===== src/rtl/hazard_ctrl_mc.sv =====
// hazard_ctrl_mc: hazard control for the 5-stage pipeline.
// Provides EX operand forwarding, multi-cycle load-use stalls,
// branch/jump flushing and a whole-pipeline freeze while the data
// memory is busy.
// Optional build macro HAZARD_PERF_CNT_EN adds the stall_cycles and
// flush_events performance counters.
module hazard_ctrl_mc #(
  parameter int REG_AW          = 5,
  parameter int LOAD_USE_CYCLES = 1,
  parameter int CNT_W           = 32
) (
  input  logic              clk,
  input  logic              rst,
  input  logic [REG_AW-1:0] Rs1D,
  input  logic [REG_AW-1:0] Rs2D,
  input  logic [REG_AW-1:0] Rs1E,
  input  logic [REG_AW-1:0] Rs2E,
  input  logic [REG_AW-1:0] RdE,
  input  logic [REG_AW-1:0] RdM,
  input  logic [REG_AW-1:0] RdW,
  input  logic              MemReadE,
  input  logic              RegWriteM,
  input  logic              RegWriteW,
  input  logic              PCSrcE,
  input  logic              MemBusyM,
  output logic              StallF,
  output logic              StallD,
  output logic              StallE,
  output logic              StallM,
  output logic              FlushD,
  output logic              FlushE,
  output logic [1:0]        ForwardAE,
  output logic [1:0]        ForwardBE
`ifdef HAZARD_PERF_CNT_EN
  ,
  output logic [CNT_W-1:0]  stall_cycles,
  output logic [CNT_W-1:0]  flush_events
`endif
);

  // Out-of-range configurations are rejected at elaboration.
  if (LOAD_USE_CYCLES < 1 || LOAD_USE_CYCLES > 7 || CNT_W < 1) begin : g_bad_param
    $error("hazard_ctrl_mc: LOAD_USE_CYCLES must be 1..7 and CNT_W >= 1");
  end

  typedef enum logic [1:0] {
    IDLE       = 2'd0,
    LOAD_STALL = 2'd1,
    MEM_WAIT   = 2'd2
  } state_t;

  // Counter reload value: remaining stall cycles after the detect cycle.
  localparam logic [2:0] LU_INIT = 3'(LOAD_USE_CYCLES - 1);

  state_t     state, state_nx, state_eff;
  logic [2:0] lu_cnt, lu_cnt_nx;
  logic       lu;

  // Forward select for one EX source: the younger M result wins over W,
  // and x0 never forwards.
  function automatic logic [1:0] fwd_sel(
    input logic [REG_AW-1:0] rs,
    input logic [REG_AW-1:0] rdm,
    input logic              wem,
    input logic [REG_AW-1:0] rdw,
    input logic              wew
  );
    if (wem && (rdm != '0) && (rdm == rs))      fwd_sel = 2'b10;
    else if (wew && (rdw != '0) && (rdw == rs)) fwd_sel = 2'b01;
    else                                        fwd_sel = 2'b00;
  endfunction

  // Load in EX whose destination is read by the instruction in decode.
  assign lu = MemReadE && (RdE != '0) && ((RdE == Rs1D) || (RdE == Rs2D));

  // State and load-use counter register; reset abandons any stall.
  always_ff @(posedge clk) begin
    if (rst) begin
      state  <= IDLE;
      lu_cnt <= 3'd0;
    end else begin
      state  <= state_nx;
      lu_cnt <= lu_cnt_nx;
    end
  end

  // Next-state and stall/flush/forward decode, priority rst > busy > branch > load-use.
  always_comb begin
    state_nx  = state;
    lu_cnt_nx = lu_cnt;
    StallF    = 1'b0;
    StallD    = 1'b0;
    StallE    = 1'b0;
    StallM    = 1'b0;
    FlushD    = 1'b0;
    FlushE    = 1'b0;
    ForwardAE = 2'b00;
    ForwardBE = 2'b00;
    // MEM_WAIT resumes the interrupted state in the same cycle the memory
    // releases, so no dead cycle is inserted after the freeze.
    if (state == MEM_WAIT) state_eff = (lu_cnt != 3'd0) ? LOAD_STALL : IDLE;
    else                   state_eff = state;

    if (rst) begin
      state_nx  = IDLE;
      lu_cnt_nx = 3'd0;
    end else begin
      ForwardAE = fwd_sel(Rs1E, RdM, RegWriteM, RdW, RegWriteW);
      ForwardBE = fwd_sel(Rs2E, RdM, RegWriteM, RdW, RegWriteW);
      if (MemBusyM) begin
        // Freeze everything; a pending redirect stays in EX until release.
        StallF   = 1'b1;
        StallD   = 1'b1;
        StallE   = 1'b1;
        StallM   = 1'b1;
        state_nx = MEM_WAIT;
      end else if (state_eff == LOAD_STALL) begin
        if (PCSrcE) begin
          // The older branch kills the stalled consumer anyway.
          FlushD    = 1'b1;
          FlushE    = 1'b1;
          lu_cnt_nx = 3'd0;
          state_nx  = IDLE;
        end else begin
          StallF    = 1'b1;
          StallD    = 1'b1;
          FlushE    = 1'b1;
          lu_cnt_nx = lu_cnt - 3'd1;
          state_nx  = (lu_cnt <= 3'd1) ? IDLE : LOAD_STALL;
        end
      end else begin
        state_nx = IDLE;
        if (PCSrcE) begin
          FlushD = 1'b1;
          FlushE = 1'b1;
        end else if (lu) begin
          StallF    = 1'b1;
          StallD    = 1'b1;
          FlushE    = 1'b1;
          lu_cnt_nx = LU_INIT;
          state_nx  = (LU_INIT != 3'd0) ? LOAD_STALL : IDLE;
        end
      end
    end
  end

`ifdef HAZARD_PERF_CNT_EN
  // Performance counters, wrapping at their width.
  always_ff @(posedge clk) begin
    if (rst) begin
      stall_cycles <= '0;
      flush_events <= '0;
    end else begin
      stall_cycles <= stall_cycles + CNT_W'(StallF);
      flush_events <= flush_events + CNT_W'(FlushD);
    end
  end
`endif

endmodule


===== config.mk =====
export PLATFORM = sky130hd
export DESIGN_NAME = hazard_ctrl_mc
export DESIGN_NICKNAME = d
export VERILOG_FILES = /design/src/rtl/hazard_ctrl_mc.sv
export SDC_FILE = /design/constraint.sdc
export NUM_CORES = 1
export LEC_CHECK = 0
export CAP_MARGIN = 40
export CORE_MARGIN = 2
export CORE_UTILIZATION = 36
export CTS_BUF_LIST = sky130_fd_sc_hd__clkbuf_2
export CTS_CLUSTER_SIZE = 14
export DETAILED_ROUTE_END_ITERATION = 6
export GPL_ROUTABILITY_DRIVEN = 1
export PLACE_DENSITY = 0.91
export SLEW_MARGIN = 0
export SYNTH_ARGS = -nofsm -noshare
export SYNTH_HDL_FRONTEND = slang
export SYNTH_SLANG_ARGS = --single-unit

===== constraint.sdc =====
create_clock -name clk -period 2.2 [get_ports clk]
set_input_delay 0.44 -clock clk [delete_from_list [all_inputs] [get_ports clk]]
set_output_delay 0.44 -clock clk [all_outputs]
set_load 0.05 [all_outputs]

==> flow_summary.ini, run 1 <==
[outcome]
status = finished with violations
violations = negative setup slack

[logic_synthesis]
synth_warnings = 0
ys_ff_latch = 5
syn_nets = 140
synth_top_area_share_pct = 21.25
netlist_area_um2 = 742.0
synth_top_cell_by_area = xor2_1
ys_top_cells_by_area = xor2_1, xnor2_1, dfxtp_1, ha_1, nor3_1
ys_seq_area_share_pct = 13.49
syn_area_per_cell_um2 = 7.810
synth.distinct_cells = 29
synthCells = 95

[cells_and_area]
antenna-diode-count = 0
fin_cells = 203
fillers = 104
layout-drive-gt1-share_pct = 51.70
final_common_cell = buf_4
final_area_um2 = 1720
final_nets = 222
final_cell_mix = buf_4, xor2_1, dlygate4sd2_1, buf_6, xnor2_1
syn2layout_area_growth_pct = 131.9

[global_route]
grt_max_degree = 15
grt.busiest_layer = met2
grt_first_pass_wirelength_mm = 4.912
overflow = 0
antenna_found_initial = 0
grtUsageTotal_pct = 26.52
grt_util_met1_pct = 26.26
grt_pass1_vias = 1105
grt_use_met2_pct = 55.18
met3_usage_pct = 4.908

[die]
core_um2 = 1962
fp-row-count = 16
fp.dieH_um = 49.40
start_util_pct = 37.82
die_width_um = 49.40
die-area_um2 = 2440
num_io_pins = 52

[power_and_ir_drop]
leakage_uw = 0.0007363
p_per_area_nw_per_um2 = 272.4
vdd_ir_drop_max_mv = 0.2247

[detailed_routing]
drtIter0Drc = 17
wl_mm = 3.410
routedWlPerCell_um = 16.80
drcViolationCount = 0
vias = 1055
ant_nets = 0
viasPerCell = 5.197
drt_first_pass_iters = 5

[clock_tree]
ctsLongestPathBuffers = 2
clkSinkCount = 5
clkTransAtPathRegs_ns = 0.06
cts_tree = done
htreeDepth = 1
cts_hold_buf = 0
clock_latency_ns = 0.23
cts_buffers = 3
root_buffer = clkbuf_2

[timing]
min_period_over_period_pct = 100.1
holdWs_ns = 0.5771
fin_ws_ns = -0.002014
fmax_mhz = 454.1
period_needed_ns = 2.202
finClkSkew_ns = 0.0007672
tightest_slew_ns = 0.4014
slew_violations = 0
grt_setup_unrepaired = yes
setup_viol = 3
hold_viol = 0
maxSlewHeadroom_pct = 73.03

[run]
cap_viol_max_count = 0

[placement]
numPortBuffers = 51
gp_congestion = 0.8478
dp_cells = 192
hpwl_mm = 2.392
detailed_place.area_um2 = 1496
preCtsSetupSlack_ns = -0.5353

[hold_path]
min_path_type = flip-flop to flip-flop

[critical_path]
worstSetupStartpoint = RdM[4]
critPathKind = input pin to output pin
critical_path.max_fanout = 2
critPathCapture = ForwardBE[0]
startpoint_type = input pin
r2r_start = lu_cnt[0]
r2r_slack_ns = 0.60
r2r-end = lu_cnt[2]
worstPathCellList = buf_6, or4_4, o21ai_4, buf_6, nor3_4, nor4_4, buf_12
critical_path.most_common_cell = buf_6
slowest_stage = or4_4
cp.arrival_ns = 1.76
crit_required_ns = 1.76
endpoint_kind = output pin
r2r_cells = 8
crit_path_max_incr_delay_ns = 0.53
area by class of cell:
class	count	area (um2)	area share [%]
multi-input combinational	83	793.3	46.11
timing repair buffer	80	755.7	43.93
sequential	5	102.6	5.964
tap	27	33.78	1.964
clock buffer	4	20.02	1.164
inverter	4	15.01	0.8727
where the power goes:
| group | switching, uW | total, uW | internal, uW |
|---|---|---|---|
| clock | 42.5 | 90.7 | 48.2 |
| combinational | 138 | 286 | 148 |
| sequential | 0.497 | 92.0 | 91.5 |
| total | 181 | 469 | 288 |
cells by family after synthesis:
group / share of synthesized area [%]
buffers and inverters: 4.551
multiplexers: 1.518
AND/OR/NAND/NOR: 25.46
adder cells (fa/ha/maj): 5.060
AO/OA/AOI/OAI: 14.50
XOR/XNOR: 35.41
flip-flops: 13.49
critical path: cells and delay by family:
family / cells / cell delay, ns
compound gates: 1 / 0.16
buf+inv: 3 / 0.40
simple gates: 3 / 0.76
cells in the mapped netlist:
| master | count |
|---|---|
| a211oi_1 | 1 |
| a21oi_1 | 1 |
| a22oi_1 | 1 |
| a2bb2oi_1 | 2 |
| and2_1 | 1 |
| buf_4 | 2 |
| clkbuf_1 | 1 |
| dfxtp_1 | 5 |
| ha_1 | 3 |
| inv_1 | 4 |
| mux2_2 | 1 |
| nand2_1 | 3 |
| nand3_1 | 3 |
| nor2_1 | 8 |
| nor2b_1 | 1 |
| nor3_1 | 6 |
| nor3_2 | 1 |
| nor4_1 | 2 |
| nor4_2 | 1 |
| o21ai_0 | 1 |
| o21ai_1 | 2 |
| o21ai_2 | 1 |
| o21bai_1 | 1 |
| o22ai_1 | 2 |
| o31a_1 | 3 |
| or3_1 | 4 |
| or4_1 | 4 |
| xnor2_1 | 12 |
| xor2_1 | 18 |
metal layers:
layer  vias up  routed length [um]
met4         0                  53
li1        496                   -
met1       503                1252
met5         -                   0
met2        48                1935
met3         8                 169
per-stage QoR:
step | total power [uW] | TNS (ns) | utilization, %
3_5_place_dp | 346.4 | -2.910 | 76.28
4_1_cts | 442.7 | -0.3697 | 81.19
5_1_grt | 493.7 | -0.1449 | 87.69
6_report | 468.7 | -0.004284 | 87.69
3_3_place_gp | 337.6 | -2.587 | 76.28
2_1_floorplan | 191.1 | -1.080 | -
sequential cells by signal, summed over array words and instances, names as in the netlist:
name	cells
lu_cnt	3
state	2
timing repair:
item / 4_1_cts / 5_1_grt
setup buffers: 2 / 5
endpoints found under the setup margin: 7 / 6
pin swaps: 26 / 14
resized for setup: 90 / 52
how the worst min path moves through the flow:
stage                          from  endpoint  slack [ns]  cells past startpoint
after floorplan           lu_cnt[2]  state[0]        0.47                      2
after global placement    lu_cnt[2]  state[0]        0.49                      2
after detailed placement  lu_cnt[2]  state[0]        0.51                      2
after CTS                 lu_cnt[2]  state[0]        0.52                      2
after global routing            rst  state[0]        0.60                      3
final                     lu_cnt[2]  state[0]        0.58                      2
Power figures use the tool's default switching activity.
==> run 2: changes to the inputs <==
--- a/config.mk
+++ b/config.mk
@@ -5,14 +5,14 @@
 export SDC_FILE = /design/constraint.sdc
 export NUM_CORES = 1
 export LEC_CHECK = 0
-export CAP_MARGIN = 40
+export CAP_MARGIN = 25
 export CORE_MARGIN = 2
-export CORE_UTILIZATION = 36
+export CORE_UTILIZATION = 39
 export CTS_BUF_LIST = sky130_fd_sc_hd__clkbuf_2
 export CTS_CLUSTER_SIZE = 14
 export DETAILED_ROUTE_END_ITERATION = 6
 export GPL_ROUTABILITY_DRIVEN = 1
-export PLACE_DENSITY = 0.91
+export PLACE_DENSITY = 0.95
 export SLEW_MARGIN = 0
 export SYNTH_ARGS = -nofsm -noshare
 export SYNTH_HDL_FRONTEND = slang
==> constraint.sdc (replaced) <==
create_clock -name clk -period 2.6 [get_ports clk]
set_input_delay 0.52 -clock clk [delete_from_list [all_inputs] [get_ports clk]]
set_output_delay 0.52 -clock clk [all_outputs]
set_load 0.05 [all_outputs]
==> flow_summary.ini, run 2 (same netlist as run 1, synthesis figures left out) <==
[clock_tree]
ctsLongestPathBuffers = 2
cts_buffers = 3
htreeDepth = 1
cts_tree = done
root_buffer = clkbuf_2
clock_latency_ns = 0.23
clkSinkCount = 5
clkTransAtPathRegs_ns = 0.06

[power_and_ir_drop]
clkPwrFrac_pct = 20.3
share_seq_of_total_power_pct = 20.9
p_per_area_nw_per_um2 = 244.0
p_switching_uw = 140.8
leakage_uw = 0.0006451
swShare_pct = 37.85
p_int_uw = 231.1
vdd_ir_drop_max_mv = 0.1544
combPwrFrac_pct = 58.7

[run]
cap_viol_max_count = 0

[cells_and_area]
antenna-diode-count = 0
final_area_um2 = 1524
layout-drive-gt1-share_pct = 29.09
largest_register_ff_count = 3
largestRegisters = lu_cnt (3), state (2)
utilization_pct = 86.38
largest_register = lu_cnt
final_cell_mix = clkdlybuf4s50_1, buf_4, xor2_1, xnor2_1, dlygate4sd2_1
final_nets = 211
syn2layout_area_growth_pct = 105.4
final_common_cell = clkdlybuf4s50_1

[timing]
period_needed_ns = 2.599
maxSlewHeadroom_pct = 68.62
finClkSkew_ns = 0.0006332
min_period_over_period_pct = 99.95
tightest_slew_ns = 0.4672
holdWs_ns = 0.5480
setup_viol = 0
fin_ws_ns = 0.001335
fmax_mhz = 384.8
slew_violations = 0
hold_viol = 0
tns_ns = 0

[die]
die_width_um = 47.62
fp.dieH_um = 47.62
die-area_um2 = 2267
start_util_pct = 42.06
num_io_pins = 52
fp-row-count = 15
core_um2 = 1764

[critical_path]
r2r_cells = 8
cp_top_family = buffers and inverters
worstSetupStartpoint = RdM[0]
endpoint_kind = output pin
critical_path.max_fanout = 3
critical_path.most_common_cell = buf_4
r2r_slack_ns = 0.87
r2r_start = lu_cnt[0]
critPathCapture = ForwardBE[1]
crit_path_max_incr_delay_ns = 0.59
crit_buf_inv = 4
cp.arrival_ns = 2.08
r2r-end = lu_cnt[0]
cp.depth = 6
worstPathCellList = clkdlybuf4s50_1, o21ai_4, buf_4, buf_4, nor4_1, buf_4
critPathKind = input pin to output pin
crit_required_ns = 2.08
startpoint_type = input pin
slowest_stage = clkdlybuf4s50_1

[detailed_routing]
vias = 1029
drcViolationCount = 0
drt_first_pass_iters = 4
ant_nets = 0
drtIter0Drc = 26
viasPerCell = 5.416
routedWlPerCell_um = 18.08
wl_mm = 3.435

[hold_path]
min_path_type = flip-flop to flip-flop

[global_route]
overflow = 0
grt_pass1_vias = 1066
grtUsageTotal_pct = 31.02
grt_max_degree = 15
grt_first_pass_wirelength_mm = 4.864
antenna_found_initial = 0

[placement]
numPortBuffers = 51
preCtsSetupSlack_ns = -0.2461
gp_congestion = 0.9211
hpwl_mm = 2.529
detailed_place.area_um2 = 1429

[outcome]
status = completed
-- run 2: metrics by stage --
stage / total power (uW) / instances
floorplan: 158.7 / 95
global placement: 275.1 / 183
detailed placement: 283.2 / 183
CTS: 359.9 / 189
global route: 386.0 / 190
finish: 371.9 / 190
-- run 2: timing repair --
action	CTS	global route
setup endpoints to repair	7	7
resized for setup	30	13
endpoints found under the hold margin	0	0
pin swaps	8	9
setup buffers	2	1
hold buffers	0	0
-- run 2: how the worst min path moves through the flow --
stage	slack, ns	endpoint	cells past startpoint	startpoint
floorplan	0.47	state[0]	2	lu_cnt[2]
global placement	0.50	state[0]	2	lu_cnt[2]
detailed placement	0.53	state[0]	2	lu_cnt[2]
CTS	0.55	state[0]	2	lu_cnt[2]
global route	0.59	state[0]	2	lu_cnt[2]
finish	0.55	state[0]	2	lu_cnt[2]
-- run 2: power groups by stage --
stage | Sequential [uW] | Clock [uW] | Combinational, uW
floorplan | 79.4 | 0 | 79.3
global placement | 79.4 | 0 | 196
detailed placement | 79.6 | 0 | 204
CTS | 77.9 | 76.8 | 205
global route | 77.9 | 79.9 | 228
finish | 77.8 | 75.6 | 218
-- run 2: layout make-up --
type                            instances  area, um2
Clock buffer                            4      20.02
Tap cell                               25      31.28
Fill cell                             102      240.2
Timing Repair Buffer                   69      683.2
Multi-Input combinational cell         83      674.4
Sequential cell                         5      100.1
Inverter                                4      15.01
-- run 2: routing by layer --
metal | wire length [um] | track usage, % | vias up
met3 | 163 | 2.642 | 22
met4 | 153 | 12.43 | 0
met2 | 1828 | 57.84 | 55
met1 | 1290 | 36.08 | 477
li1 | - | - | 475
met5 | 0 | 0 | -
-- run 2: worst reg2reg max path, delay by kind of cell (launching register included) --
kind                     cells  cell delay (ns)
flip-flops                   1             0.40
AND/OR/NAND/NOR              2             0.22
adder cells (fa/ha/maj)      2             0.39
AO/OA/AOI/OAI                2             0.33
multiplexers                 1             0.21
buffers and inverters        1             0.10
